$ cat src/rtl/shift_left_seq_if.sv
// rtl/shift_left_seq_if.sv - start/ready handshake bundle for the sequential left shifter
interface shift_left_seq_if #(
    parameter int WIDTH   = 32,
    parameter int SHAMT_W = 5
);
    logic               start;
    logic [WIDTH-1:0]   data_in;
    logic [SHAMT_W-1:0] shamt;
    logic [WIDTH-1:0]   result;
    logic               ovf;
    logic               busy;
    logic               result_ready;

    modport master (
        output start, data_in, shamt,
        input  result, ovf, busy, result_ready
    );

    modport slave (
        input  start, data_in, shamt,
        output result, ovf, busy, result_ready
    );
endinterface

$ cat src/rtl/shift_left_seq.sv
// rtl/shift_left_seq.sv - five-cycle 32-bit left shifter with signed overflow detect
module shift_left_seq #(
    parameter int WIDTH   = 32,
    parameter int SHAMT_W = 5
) (
    input logic            clock,
    input logic            reset,
    shift_left_seq_if.slave bus
);
    localparam int CNT_W = $clog2(SHAMT_W);

    typedef enum logic [1:0] {
        IDLE  = 2'd0,
        SHIFT = 2'd1,
        DONE  = 2'd2
    } state_t;

    state_t             r_state;
    state_t             w_state_next;

    logic [WIDTH-1:0]   r_work;
    logic [SHAMT_W-1:0] r_shamt;
    logic [CNT_W-1:0]   r_stage;
    logic               r_sign;
    logic               r_ovf_acc;
    logic [WIDTH-1:0]   r_result;
    logic               r_ovf;

    logic               w_accept;
    logic               w_last;
    logic [CNT_W-1:0]   w_bit;
    logic               w_ctrl;
    logic [SHAMT_W-1:0] w_dist;
    logic [WIDTH-1:0]   w_mask;
    logic               w_viol;
    logic [WIDTH-1:0]   w_work_next;
    logic               w_acc_next;

    // Stage k uses distance WIDTH/2 >> k, controlled by shamt bit (SHAMT_W-1-k).
    assign w_accept = bus.start && (r_state != SHIFT);
    assign w_last   = (r_stage == CNT_W'(SHAMT_W - 1));
    assign w_bit    = CNT_W'(SHAMT_W - 1) - r_stage;
    assign w_ctrl   = r_shamt[w_bit];
    assign w_dist   = SHAMT_W'(WIDTH / 2) >> r_stage;

    // The top dist bits leave the word and bit dist below them becomes the new MSB;
    // all of those must match the original sign for the signed value to survive.
    assign w_mask      = ~({WIDTH{1'b1}} >> (w_dist + SHAMT_W'(1)));
    assign w_viol      = |((r_work ^ {WIDTH{r_sign}}) & w_mask);
    assign w_work_next = w_ctrl ? (r_work << w_dist) : r_work;
    assign w_acc_next  = r_ovf_acc | (w_ctrl & w_viol);

    // State register.
    always_ff @(posedge clock) begin
        if (reset) begin
            r_state <= IDLE;
        end else begin
            r_state <= w_state_next;
        end
    end

    // Next-state selection and status outputs decoded from the current state.
    always_comb begin
        w_state_next     = r_state;
        bus.busy         = 1'b0;
        bus.result_ready = 1'b0;
        case (r_state)
            IDLE: begin
                if (bus.start) w_state_next = SHIFT;
            end
            SHIFT: begin
                bus.busy = 1'b1;
                if (w_last) w_state_next = DONE;
            end
            DONE: begin
                bus.result_ready = 1'b1;
                w_state_next     = bus.start ? SHIFT : IDLE;
            end
            default: w_state_next = IDLE;
        endcase
    end

    // Operand capture, one shift stage per cycle, and result/flag commit on the last stage.
    always_ff @(posedge clock) begin
        if (reset) begin
            r_work    <= '0;
            r_shamt   <= '0;
            r_stage   <= '0;
            r_sign    <= 1'b0;
            r_ovf_acc <= 1'b0;
            r_result  <= '0;
            r_ovf     <= 1'b0;
        end else if (w_accept) begin
            r_work    <= bus.data_in;
            r_shamt   <= bus.shamt;
            r_stage   <= '0;
            r_sign    <= bus.data_in[WIDTH-1];
            r_ovf_acc <= 1'b0;
        end else if (r_state == SHIFT) begin
            r_work    <= w_work_next;
            r_ovf_acc <= w_acc_next;
            r_stage   <= r_stage + CNT_W'(1);
            if (w_last) begin
                r_result <= w_work_next;
                r_ovf    <= w_acc_next;
            end
        end
    end

    assign bus.result = r_result;
    assign bus.ovf    = r_ovf;
endmodule
$ cat src/flat_wrapper.sv
// flat-port wrapper written by rule: the top's interface ports become plain ports
module shift_left_seq_flat 
#(
    parameter int WIDTH   = 32,
    parameter int SHAMT_W = 5
)
  (clock, reset, bus_start, bus_data_in, bus_shamt, bus_result, bus_ovf, bus_busy, bus_result_ready);
  shift_left_seq_if #(.WIDTH(WIDTH), .SHAMT_W(SHAMT_W)) bus_i ();
  input logic clock;
  input logic reset;
  input wire logic [$bits(bus_i.start)-1:0] bus_start;
  input wire logic [$bits(bus_i.data_in)-1:0] bus_data_in;
  input wire logic [$bits(bus_i.shamt)-1:0] bus_shamt;
  output wire logic [$bits(bus_i.result)-1:0] bus_result;
  output wire logic [$bits(bus_i.ovf)-1:0] bus_ovf;
  output wire logic [$bits(bus_i.busy)-1:0] bus_busy;
  output wire logic [$bits(bus_i.result_ready)-1:0] bus_result_ready;
  assign bus_i.start = bus_start;
  assign bus_i.data_in = bus_data_in;
  assign bus_i.shamt = bus_shamt;
  assign bus_result = bus_i.result;
  assign bus_ovf = bus_i.ovf;
  assign bus_busy = bus_i.busy;
  assign bus_result_ready = bus_i.result_ready;
  shift_left_seq #(.WIDTH(WIDTH), .SHAMT_W(SHAMT_W)) u_core (.clock(clock), .reset(reset), .bus(bus_i));
endmodule
$ cat config.mk
export PLATFORM = sky130hd
export DESIGN_NAME = shift_left_seq_flat
export DESIGN_NICKNAME = d
export VERILOG_FILES = /design/src/rtl/shift_left_seq_if.sv /design/src/rtl/shift_left_seq.sv /design/src/flat_wrapper.sv
export SDC_FILE = /design/constraint.sdc
export NUM_CORES = 1
export LEC_CHECK = 0
export CAP_MARGIN = 20
export CORE_MARGIN = 5
export CORE_UTILIZATION = 40
export DETAILED_ROUTE_END_ITERATION = 6
export PLACE_DENSITY = 0.63
export SYNTH_ARGS = -nofsm -noshare
export SYNTH_HDL_FRONTEND = slang
export SYNTH_SLANG_ARGS = --single-unit
export TNS_END_PERCENT = 20
$ cat constraint.sdc
create_clock -name clock -period 4.8 [get_ports clock]
set_input_delay 0.72 -clock clock [delete_from_list [all_inputs] [get_ports clock]]
set_output_delay 0.72 -clock clock [all_outputs]
set_load 0.01 [all_outputs]
After elaboration in Yosys (flattened, before gate mapping)
Index checks and enable logic that the tools add are counted.
- register bits after elaboration: 77
- latch bits: 0
- memory bits (writable): 0
- memory bits (read-only): 0
- output and inout bits: 35
- word-level logic and storage cells: 45
- memories: 0
- $add $sub $neg: 3
- multiply operators: 0
- divide/modulo/power cells: 0
- magnitude comparators: 1
- eq/ne operators: 6
- shift operators: 3
- multiplexer cells: 11
- bitwise logic cells: 6
- reductions and logical operators: 7
- operators with widths (kind ; number):
    32-bit two-way mux ; 3
    32-bit bitwise AND ; 1
    32-bit inverter ; 1
    32-bit OR reduction ; 1
    32-bit by 5-bit left shift with 32-bit output ; 1
    32-bit by 5-bit right shift with 32-bit output (first input constant) ; 1
    32-bit XOR ; 1
    2-bit case mux with 3 select lines ; 1
    5-bit by 1-bit adder with 5-bit output (second input constant) ; 1
    5-bit by 3-bit right shift with 5-bit output (first input constant) ; 1
    3-bit by 4-bit < comparator with 1-bit output (second input constant) ; 1
    1-bit two-way mux ; 4
    2-bit two-way mux ; 2
    2-bit by 1-bit inequality test with 1-bit output (second input constant) ; 2
    3-bit by 1-bit adder with 3-bit output (second input constant) ; 1
    1-bit binary-select mux with 3-bit select ; 1
    3-bit == test (second input constant) ; 1
    3-bit AND reduction ; 1
    3-bit subtractor (first input constant) ; 1
    2-bit by 1-bit == test with 1-bit output (second input constant) ; 1
    2-bit == test (second input constant) ; 1
    2-bit logical NOT ; 1
    2-bit inequality test (second input constant) ; 1
    2-bit AND reduction ; 1
    6 further kinds ; 6

Longest topological paths before layout
Gate-level depths: netlist (run 1).
- depth in word-level cells: 8
- depth in mapped cells: 14
- mapped depth without buffers: 10

Worst setup path after synthesis (run 1)
Ideal clock, no wire load.
- kind: register to register
- from: register u_core.r_stage[2]
- to: register u_core.r_result[27] (netlist: u_core.bus.result[27])
- setup time: 0.071 ns
- arrival: 2.660 ns
- required time: 4.729 ns
- slack: 2.069 ns
- stages on the path, launching flop included: 13
- buffers on the path: 3
- cell sequence: dfxtp_1 -> buf_2 -> inv_1 -> ha_1 -> buf_4 -> buf_12 -> mux2i_1 -> mux2_2 -> mux2_4 -> a2111oi_2 -> a211oi_1 -> or3_1 -> a21oi_1
- cells in the longest elaborated chain, start to end: 4
- elaborated cells on any way between the ends: 8
- those cells by class: add/sub: 1; eq/ne: 1; shift: 2; mux: 3; reduce/logical: 1
- RTL lines (element ; RTL line ; text):
    start: declaration ; shift_left_seq.sv:23 ; logic [CNT_W-1:0] r_stage;
    start signal: assignment ; shift_left_seq.sv:102 ; r_stage <= r_stage + CNT_W'(1);
    3-bit subtractor ; shift_left_seq.sv:42 ; assign w_bit = CNT_W'(SHAMT_W - 1) - r_stage;
    1-bit binary-select mux with 3-bit select ; shift_left_seq.sv:43 ; assign w_ctrl = r_shamt[w_bit];
    1-bit two-way mux (implied by the code) ; shift_left_seq.sv:43 ;
    32-bit two-way mux ; shift_left_seq.sv:50 ; assign w_work_next = w_ctrl ? (r_work << w_dist) : r_work;
    end signal: assignment ; shift_left_seq.sv:104 ; r_result <= w_work_next;
    end: declaration ; shift_left_seq.sv:26 ; logic [WIDTH-1:0] r_result;
Parallel ways exist; a longest one is shown, timed or not. The select of a mux whose other input is x is not followed.
A chain may end at the register's enable or synchronous reset.

Final worst setup path (run 1)
- from: register u_core.r_stage[0]
- to: register u_core.r_ovf_acc
- cells in the longest elaborated chain, start to end: 8
- elaborated cells on any way between the ends: 11
- those cells by class: add/sub: 2; shift: 2; mux: 2; bitwise: 4; reduce/logical: 1
- RTL lines (element ; RTL line ; text):
    5-bit by 3-bit right shift with 5-bit output ; shift_left_seq.sv:44 ; assign w_dist = SHAMT_W'(WIDTH / 2) >> r_stage;
    5-bit by 1-bit adder with 5-bit output ; shift_left_seq.sv:48 ; assign w_mask = ~({WIDTH{1'b1}} >> (w_dist + SHAMT_W'(1)));
    32-bit by 5-bit right shift with 32-bit output ; shift_left_seq.sv:48 ;
    32-bit inverter ; shift_left_seq.sv:48 ;
    32-bit bitwise AND ; shift_left_seq.sv:49 ; assign w_viol = |((r_work ^ {WIDTH{r_sign}}) & w_mask);
    32-bit OR reduction ; shift_left_seq.sv:49 ;
    1-bit bitwise AND * ; shift_left_seq.sv:51 ; assign w_acc_next = r_ovf_acc | (w_ctrl & w_viol);
    1-bit OR * ; shift_left_seq.sv:51 ;
    end signal: assignment ; shift_left_seq.sv:101 ; r_ovf_acc <= w_acc_next;
    end: declaration ; shift_left_seq.sv:25 ; logic r_ovf_acc;
Every way passes the cells marked *; elsewhere a longest branch is shown, timed or not. The select of a mux whose other input is x is not followed.

==> flow_results.xml, run 1 <==
<?xml version="1.0" encoding="UTF-8"?>
<metrics>
  <group name="status">
    <metric name="outcome" unit="">completed</metric>
  </group>
  <group name="floorplan">
    <metric name="die-area" unit="µm²">16900</metric>
    <metric name="core.rowCount" unit="">43</metric>
    <metric name="io_pins" unit="">75</metric>
    <metric name="core-area" unit="µm²">14000</metric>
    <metric name="start_util" unit="%">41.2</metric>
    <metric name="die_height" unit="µm">130</metric>
    <metric name="die_w" unit="µm">130</metric>
  </group>
  <group name="sta">
    <metric name="setup_tns" unit="ns">0</metric>
    <metric name="slew_headroom" unit="%">40.4</metric>
    <metric name="finalSetupViolCount" unit="">0</metric>
    <metric name="worst-slew-pin-transition" unit="ns">0.894</metric>
    <metric name="post-route-period-util" unit="%">81.7</metric>
    <metric name="layout_min_cycle_time" unit="ns">3.92</metric>
    <metric name="fmaxAchievable" unit="MHz">255</metric>
    <metric name="layout_skew" unit="ns">0.00757</metric>
    <metric name="final_report_hold_violation_count" unit="">0</metric>
    <metric name="final_worst_slack" unit="ns">0.877</metric>
    <metric name="unrepaired_setup_endpoints_after_global_routing" unit="">false</metric>
    <metric name="slew_viol_final" unit="">0</metric>
    <metric name="hold-worst-slack" unit="ns">0.457</metric>
  </group>
  <group name="power_and_ir_drop">
    <metric name="leakagePower" unit="nW">2.35</metric>
    <metric name="irDropWorstVdd" unit="mV">0.204</metric>
    <metric name="power_density" unit="nW/µm²">287</metric>
  </group>
  <group name="logic_synthesis">
    <metric name="synth_simple_gate_area_share" unit="%">21.5</metric>
    <metric name="synth_enable_flop_cells" unit="">0</metric>
    <metric name="synth_compound_gate_area_share" unit="%">26.1</metric>
    <metric name="synth_area" unit="µm²">5760</metric>
    <metric name="yosys.area.top_type_share" unit="%">26.8</metric>
    <metric name="yosysSeqAreaShare" unit="%">26.8</metric>
    <metric name="synth_top_family_by_area" unit="">compound AO/OA/AOI/OAI gates</metric>
    <metric name="syn_inst" unit="">720</metric>
    <metric name="synth_seq_cells" unit="">77</metric>
    <metric name="synth_mux_area_share" unit="%">16.2</metric>
    <metric name="post_synth_xor_area_fraction" unit="%">1.22</metric>
    <metric name="synth_cell_types" unit="">68</metric>
    <metric name="synth_area_per_cell" unit="µm²">8.00</metric>
    <metric name="post-synth-top-area-cell" unit="">sky130_fd_sc_hd__dfxtp_1</metric>
    <metric name="yosysWarnings" unit="">0</metric>
    <metric name="synthArstFlopShare" unit="%">0</metric>
    <metric name="synth.area.top_cells" unit="">sky130_fd_sc_hd__dfxtp_1 27%, sky130_fd_sc_hd__mux4_2 7.8%, sky130_fd_sc_hd__a211oi_1 7.7%</metric>
    <metric name="synth-adder-area-share" unit="%">1.91</metric>
    <metric name="synth-main-ff-cell" unit="">sky130_fd_sc_hd__dfxtp_1</metric>
    <metric name="synth_nets" unit="">768</metric>
  </group>
  <group name="global_routing">
    <metric name="grt-ovfl-total" unit="">0</metric>
    <metric name="global_route_wire_length_before_repair" unit="µm">36400</metric>
    <metric name="grt_pass1_vias" unit="">5951</metric>
    <metric name="maximum_number_of_pins_on_one_net_before_global_route_repair" unit="">45</metric>
    <metric name="grt_antenna_before_repair" unit="">0</metric>
    <metric name="globalRouteTotalUtil" unit="%">28.7</metric>
  </group>
  <group name="worst_setup_path">
    <metric name="worstPathMaxFanout" unit="">28</metric>
    <metric name="crit_path_cell_trace" unit="">ha_1 &gt; ha_2 &gt; buf_4 &gt; nor2b_1 &gt; o21ai_0 &gt; or3b_2 &gt; o311a_1 &gt; nand4_1 &gt; nor4_1 &gt; o41ai_1</metric>
    <metric name="startpoint_type" unit="">flip-flop</metric>
    <metric name="cp_data_required_time" unit="ns">5.04</metric>
    <metric name="timing.critical_path.to_type" unit="">flip-flop</metric>
    <metric name="max_stage_delay" unit="ns">0.77</metric>
    <metric name="path_class" unit="">flip-flop to flip-flop</metric>
    <metric name="slowest_stage" unit="">sky130_fd_sc_hd__ha_2</metric>
    <metric name="critPathArrivalTime" unit="ns">4.17</metric>
    <metric name="worst-path-buf-inv" unit="">1</metric>
    <metric name="critPathTopFamily" unit="">simple AND/OR/NAND/NOR gates</metric>
  </group>
  <group name="cts">
    <metric name="clk_pin_slew" unit="ns">0.07</metric>
    <metric name="ctsLongestPathBuffers" unit="">2</metric>
    <metric name="cts.repair_timing.setup_buffer_count" unit="">0</metric>
    <metric name="clkSinkCount" unit="">77</metric>
    <metric name="cts_root_buf" unit="">sky130_fd_sc_hd__clkbuf_16</metric>
    <metric name="tritoncts" unit="">done</metric>
    <metric name="postCtsHoldBufs" unit="">0</metric>
    <metric name="clkLatencyLatePin" unit="ns">0.35</metric>
    <metric name="cts_made_buffers" unit="">9</metric>
    <metric name="cts.repair.resized" unit="">0</metric>
    <metric name="cts_htree_levels" unit="">3</metric>
  </group>
  <group name="drt">
    <metric name="avgRoutedWirePerCell" unit="µm">25.4</metric>
    <metric name="number_of_drc_violations_after_detailed_routing" unit="">0</metric>
    <metric name="drtAntennaViolNets" unit="">0</metric>
    <metric name="routed-via-count" unit="">6156</metric>
    <metric name="avgViaCountPerCell" unit="">6.51</metric>
    <metric name="dr.first_iter.drc_count" unit="">662</metric>
    <metric name="wirelength" unit="µm">24000</metric>
    <metric name="detailedRoute.firstPassIterationCount" unit="">7</metric>
  </group>
  <group name="placed_design">
    <metric name="gp_congestion" unit="">0.971</metric>
    <metric name="pre_cts_ws" unit="ns">0.994</metric>
    <metric name="place_hpwl" unit="µm">17900</metric>
    <metric name="io_buffer_count" unit="">74</metric>
  </group>
  <group name="cells_and_area">
    <metric name="drive_gt1_share" unit="%">10.8</metric>
    <metric name="final_nets" unit="">809</metric>
    <metric name="filler_cells" unit="">1401</metric>
    <metric name="antenna_cells" unit="">0</metric>
    <metric name="area_delta_synth_final" unit="%">20.2</metric>
  </group>
  <group name="flow_run">
    <metric name="drv_cap" unit="">0</metric>
  </group>
  <group name="worst_hold_path">
    <metric name="hold_class" unit="">flip-flop to flip-flop</metric>
  </group>
</metrics>
synthesized netlist by cell type (all sizes together) (5+ instances only):
master / instances
nor2: 103
dfxtp: 77
nand2: 67
a211oi: 59
a21oi: 50
clkbuf: 45
mux2i: 32
buf: 26
nor2b: 21
mux4: 20
o21ai: 17
mux2: 14
a2111oi: 13
nor4: 13
nor3: 12
nand3: 11
nand2b: 10
a31oi: 9
ha: 8
a22oi: 7
and3: 7
o22a: 7
inv: 6
o22ai: 6
or3: 6
xor2: 5
cell type report:
type                            count  area (µm²)  area share (%)
Clock buffer                       11         233            3.36
Multi-Input combinational cell    564        3870            55.9
Inverter                            8        30.0           0.434
Timing Repair Buffer              101         938            13.6
Tap cell                          180         225            3.25
Sequential cell                    77        1540            22.3
Clock inverter                      5        85.1            1.23
power by group:
group | switching, W | total [W] | internal (W)
Combinational | 0.000293 | 0.000491 | 0.000198
Sequential | 0.0000804 | 0.000752 | 0.000672
Clock | 0.000288 | 0.000746 | 0.000458
worst min-delay path, cell delays in order, from the launching register on:
cell	delay, ns
sky130_fd_sc_hd__dfxtp_1	0.31
sky130_fd_sc_hd__nand2_1	0.05
sky130_fd_sc_hd__a21oi_1	0.05
metal layers:
layer  vias to the layer above  track usage [%]  wire, µm
li1                       2778                -         -
met1                      2992             41.6     10900
met2                       330             40.4      9890
met3                        56             7.04      2220
met4                         0             12.1       978
met5                         -                0         0
worst paths after layout:
check / start / endpoint / slack [ns] / cells past startpoint
hold reg to reg: u_core.bus.result[17]$_SDFFE_PP0P_ / u_core.bus.result[17]$_SDFFE_PP0P_ / 0.46 / 2
setup / recovery: u_core.r_stage[0]$_SDFFE_PP0P_ / u_core.r_ovf_acc$_SDFFE_PP0P_ / 0.88 / 10
setup reg to reg: u_core.r_stage[0]$_SDFFE_PP0P_ / u_core.r_ovf_acc$_SDFFE_PP0P_ / 0.88 / 10
hold / removal: u_core.bus.result[17]$_SDFFE_PP0P_ / u_core.bus.result[17]$_SDFFE_PP0P_ / 0.46 / 2
flip-flops by register name, indices dropped and copies added, names as in the netlist:
signal and cells:
u_core.bus.result 32, u_core.r_work 32, u_core.r_shamt 5, u_core.r_sign 1, u_core.bus.ovf 1, u_core.r_stage 3, u_core.r_ovf_acc 1, u_core.r_state 2
cell usage in the layout, fill, tap and decap left out, types with 4 or more instances in the layout:
cell type | netlist | final
sky130_fd_sc_hd__nor2_1 | 103 | 103
sky130_fd_sc_hd__dfxtp_1 | 77 | 77
sky130_fd_sc_hd__clkdlybuf4s50_1 | 0 | 73
sky130_fd_sc_hd__nand2_1 | 67 | 67
sky130_fd_sc_hd__a211oi_1 | 59 | 59
sky130_fd_sc_hd__a21oi_1 | 50 | 50
sky130_fd_sc_hd__mux2i_1 | 32 | 32
sky130_fd_sc_hd__buf_4 | 3 | 27
sky130_fd_sc_hd__nor2b_1 | 21 | 21
sky130_fd_sc_hd__mux4_2 | 20 | 20
sky130_fd_sc_hd__o21ai_0 | 16 | 16
sky130_fd_sc_hd__nor4_1 | 13 | 13
sky130_fd_sc_hd__mux2_2 | 13 | 13
sky130_fd_sc_hd__nor3_1 | 12 | 12
sky130_fd_sc_hd__nand3_1 | 11 | 11
sky130_fd_sc_hd__nand2b_1 | 10 | 10
sky130_fd_sc_hd__a2111oi_0 | 11 | 10
sky130_fd_sc_hd__a31oi_1 | 9 | 9
sky130_fd_sc_hd__clkbuf_16 | 0 | 9
sky130_fd_sc_hd__o22a_1 | 7 | 7
sky130_fd_sc_hd__and3_1 | 7 | 7
sky130_fd_sc_hd__a22oi_1 | 7 | 7
sky130_fd_sc_hd__inv_1 | 6 | 6
sky130_fd_sc_hd__or3_1 | 6 | 6
sky130_fd_sc_hd__ha_1 | 8 | 6
sky130_fd_sc_hd__o22ai_1 | 6 | 5
sky130_fd_sc_hd__xor2_1 | 5 | 5
sky130_fd_sc_hd__o211ai_1 | 4 | 4
sky130_fd_sc_hd__a21boi_0 | 4 | 4
sky130_fd_sc_hd__nand3b_1 | 4 | 4
sky130_fd_sc_hd__o311ai_0 | 4 | 4
sky130_fd_sc_hd__nand4_1 | 4 | 4
logic make-up (layout without fill, tap and decap cells):
| logic type | after synthesis | in the layout |
|---|---|---|
| AOI/OAI and AO/OA | 214 | 214 |
| muxes | 66 | 66 |
| adders and majority gates | 9 | 9 |
| xor gates and xnor gates | 8 | 8 |
| and+or+nand+nor | 267 | 267 |
| buffers and inverters | 79 | 125 |
| DFF | 77 | 77 |
per-stage QoR:
stage | util [%] | cell area [µm²] | total power (W) | cells
3_5_place_dp | 47.2 | 6600 | 0.00124 | 930
6_report | 49.5 | 6920 | 0.00199 | 946
4_1_cts | 49.5 | 6920 | 0.00198 | 946
2_1_floorplan | - | 5760 | 0.00104 | 720
5_1_grt | 49.5 | 6920 | 0.00206 | 946
3_3_place_gp | 47.2 | 6600 | 0.00124 | 930
(Power assumes the default switching activity.)
==> run 2, diff against run 1 <==
Clock period 4.8 ns to 3.9 ns, I/O delays scaled along.
==> run 2 against run 1 <==
First-iteration DRC count up 39%. Register-to-register slack worse by 0.59 ns. Final cell count rose by 1.5%. Cell area up 1.9%. Clock-buffer cell count fell by 1. Power grew 24%. Setup slack got worse by 0.59 ns. Sequential cell count is the same. Fmax up 8.6%. Hold slack improved by 0.0049 ns. Critical path type unchanged. Largest power group is now clock. Highest routed layer unchanged.
==> flow_results.xml, run 2 (same netlist as run 1, synthesis figures left out) <==
<?xml version="1.0" encoding="UTF-8"?>
<metrics>
  <group name="status">
    <metric name="outcome" unit="">completed</metric>
  </group>
  <group name="cts">
    <metric name="clkLatencyLatePin" unit="ns">0.35</metric>
    <metric name="cts_root_buf" unit="">sky130_fd_sc_hd__clkbuf_16</metric>
    <metric name="cts.repair_timing.setup_buffer_count" unit="">0</metric>
    <metric name="cts_htree_levels" unit="">3</metric>
    <metric name="postCtsHoldBufs" unit="">0</metric>
    <metric name="clkSinkCount" unit="">77</metric>
    <metric name="tritoncts" unit="">done</metric>
    <metric name="cts_made_buffers" unit="">9</metric>
    <metric name="cts.repair.resized" unit="">0</metric>
    <metric name="ctsLongestPathBuffers" unit="">2</metric>
    <metric name="clk_pin_slew" unit="ns">0.07</metric>
  </group>
  <group name="worst_setup_path">
    <metric name="path_class" unit="">flip-flop to flip-flop</metric>
    <metric name="critPathArrivalTime" unit="ns">3.89</metric>
    <metric name="worstPathMaxFanout" unit="">38</metric>
    <metric name="startpoint_type" unit="">flip-flop</metric>
    <metric name="max_stage_delay" unit="ns">0.49</metric>
    <metric name="crit_path_cell_trace" unit="">ha_1 &gt; ha_2 &gt; buf_12 &gt; mux2i_1 &gt; mux2i_1 &gt; a211oi_1 &gt; a2111oi_0 &gt; a2111oi_0 &gt; or3_1 &gt; a21oi_1</metric>
    <metric name="timing.critical_path.to_type" unit="">flip-flop</metric>
    <metric name="cp_data_required_time" unit="ns">4.18</metric>
    <metric name="reg2reg_depth" unit="">10</metric>
    <metric name="slowest_stage" unit="">sky130_fd_sc_hd__a2111oi_0</metric>
  </group>
  <group name="drt">
    <metric name="avgViaCountPerCell" unit="">6.47</metric>
    <metric name="avgRoutedWirePerCell" unit="µm">24.7</metric>
    <metric name="number_of_drc_violations_after_detailed_routing" unit="">0</metric>
    <metric name="routed-via-count" unit="">6214</metric>
    <metric name="dr.first_iter.drc_count" unit="">920</metric>
    <metric name="drtAntennaViolNets" unit="">0</metric>
    <metric name="wirelength" unit="µm">23700</metric>
    <metric name="detailedRoute.firstPassIterationCount" unit="">6</metric>
  </group>
  <group name="sta">
    <metric name="fmaxAchievable" unit="MHz">277</metric>
    <metric name="unrepaired_setup_endpoints_after_global_routing" unit="">false</metric>
    <metric name="layout_skew" unit="ns">0.0113</metric>
    <metric name="layout_min_cycle_time" unit="ns">3.61</metric>
    <metric name="hold-worst-slack" unit="ns">0.462</metric>
    <metric name="worst-slew-pin-transition" unit="ns">0.741</metric>
    <metric name="slew_viol_final" unit="">0</metric>
    <metric name="finalSetupViolCount" unit="">0</metric>
    <metric name="setup_tns" unit="ns">0</metric>
    <metric name="slew_headroom" unit="%">50.5</metric>
    <metric name="post-route-period-util" unit="%">92.6</metric>
    <metric name="final_report_hold_violation_count" unit="">0</metric>
  </group>
  <group name="cells_and_area">
    <metric name="multi_input_comb_area" unit="µm²">3870</metric>
    <metric name="final_nets" unit="">823</metric>
    <metric name="final_common_cell" unit="">sky130_fd_sc_hd__nor2_1</metric>
    <metric name="most-common-layout-cells" unit="">103 x sky130_fd_sc_hd__nor2_1, 77 x sky130_fd_sc_hd__dfxtp_1, 73 x sky130_fd_sc_hd__clkdlybuf4s50_1</metric>
    <metric name="drive_gt1_share" unit="%">12.6</metric>
    <metric name="area_delta_synth_final" unit="%">22.5</metric>
    <metric name="area.sequential" unit="µm²">1540</metric>
    <metric name="antenna_cells" unit="">0</metric>
    <metric name="filler_cells" unit="">1386</metric>
  </group>
  <group name="floorplan">
    <metric name="die_height" unit="µm">130</metric>
    <metric name="die-area" unit="µm²">16900</metric>
    <metric name="die_w" unit="µm">130</metric>
    <metric name="io_pins" unit="">75</metric>
    <metric name="core-area" unit="µm²">14000</metric>
    <metric name="start_util" unit="%">41.2</metric>
    <metric name="core.rowCount" unit="">43</metric>
  </group>
  <group name="flow_run">
    <metric name="drv_cap" unit="">0</metric>
  </group>
  <group name="power_and_ir_drop">
    <metric name="leakagePower" unit="nW">2.43</metric>
    <metric name="irDropWorstVdd" unit="mV">0.198</metric>
    <metric name="power_density" unit="nW/µm²">351</metric>
  </group>
  <group name="placed_design">
    <metric name="gp_congestion" unit="">0.965</metric>
    <metric name="io_buffer_count" unit="">74</metric>
    <metric name="place_hpwl" unit="µm">17500</metric>
  </group>
  <group name="global_routing">
    <metric name="gr-usage-met2" unit="%">40.0</metric>
    <metric name="global_route_wire_length_before_repair" unit="µm">36400</metric>
    <metric name="maximum_number_of_pins_on_one_net_before_global_route_repair" unit="">45</metric>
    <metric name="grt_pass1_vias" unit="">6016</metric>
    <metric name="grt_antenna_before_repair" unit="">0</metric>
    <metric name="global_route.peak_usage_layer" unit="">met1</metric>
    <metric name="gr-usage-met1" unit="%">41.3</metric>
    <metric name="globalRouteTotalUtil" unit="%">28.4</metric>
    <metric name="grt-ovfl-total" unit="">0</metric>
    <metric name="use_met3" unit="%">6.26</metric>
  </group>
  <group name="worst_hold_path">
    <metric name="hold_class" unit="">flip-flop to flip-flop</metric>
    <metric name="worstHoldPathCells" unit="">2</metric>
  </group>
</metrics>
[run 2: per-layer routing]
layer / vias to the layer above / routed length, µm
met4: 0 / 1070
met5: - / 0
li1: 2811 / -
met3: 68 / 2080
met2: 326 / 9870
met1: 3009 / 10700
[run 2: cell type report]
class                      count  area share, %
timing repair buffer         115           15.1
multi-input combinational    564           54.8
tap                          180           3.19
inverter                       8          0.426
clock inverter                 6           1.33
clock buffer                  10           3.25
sequential                    77           21.9
[run 2: worst paths after layout]
kind,from,endpoint,slack (ns)
min reg2reg,u_core.r_shamt[2]$_SDFFE_PP0P_,u_core.r_shamt[2]$_SDFFE_PP0P_,0.46
max,u_core.r_stage[0]$_SDFFE_PP0P_,u_core.bus.result[25]$_SDFFE_PP0P_,0.29
min,u_core.r_shamt[2]$_SDFFE_PP0P_,u_core.r_shamt[2]$_SDFFE_PP0P_,0.46
max reg2reg,u_core.r_stage[0]$_SDFFE_PP0P_,u_core.bus.result[25]$_SDFFE_PP0P_,0.29
[run 2: stage by stage]
stage	util, %	power (W)	area, µm²	std cells	worst slack (ns)
detailed placement	48.1	0.00154	6730	944	0.441
global route	50.4	0.00257	7050	960	0.127
global placement	48.1	0.00153	6730	944	0.471
finish	50.4	0.00247	7050	960	0.287
floorplan	-	0.00128	5760	720	1.17
CTS	50.4	0.00246	7050	960	0.413
[run 2: worst max-delay path, delay by kind of cell, from the launching register on]
kind | cells | cell delay [ns]
AND/OR/NAND/NOR | 1 | 0.40
AO/OA/AOI/OAI | 4 | 0.95
multiplexers | 2 | 0.59
flip-flops | 1 | 0.48
buffers and inverters | 1 | 0.26
adder cells (fa/ha/maj) | 2 | 0.83
[run 2: power breakdown]
part,total [W],internal [W],switching (W)
Combinational,0.000616,0.000257,0.000358
Clock,0.000932,0.000567,0.000365
Sequential,0.000926,0.000826,0.0000992
Total,0.00247,0.00165,0.000823
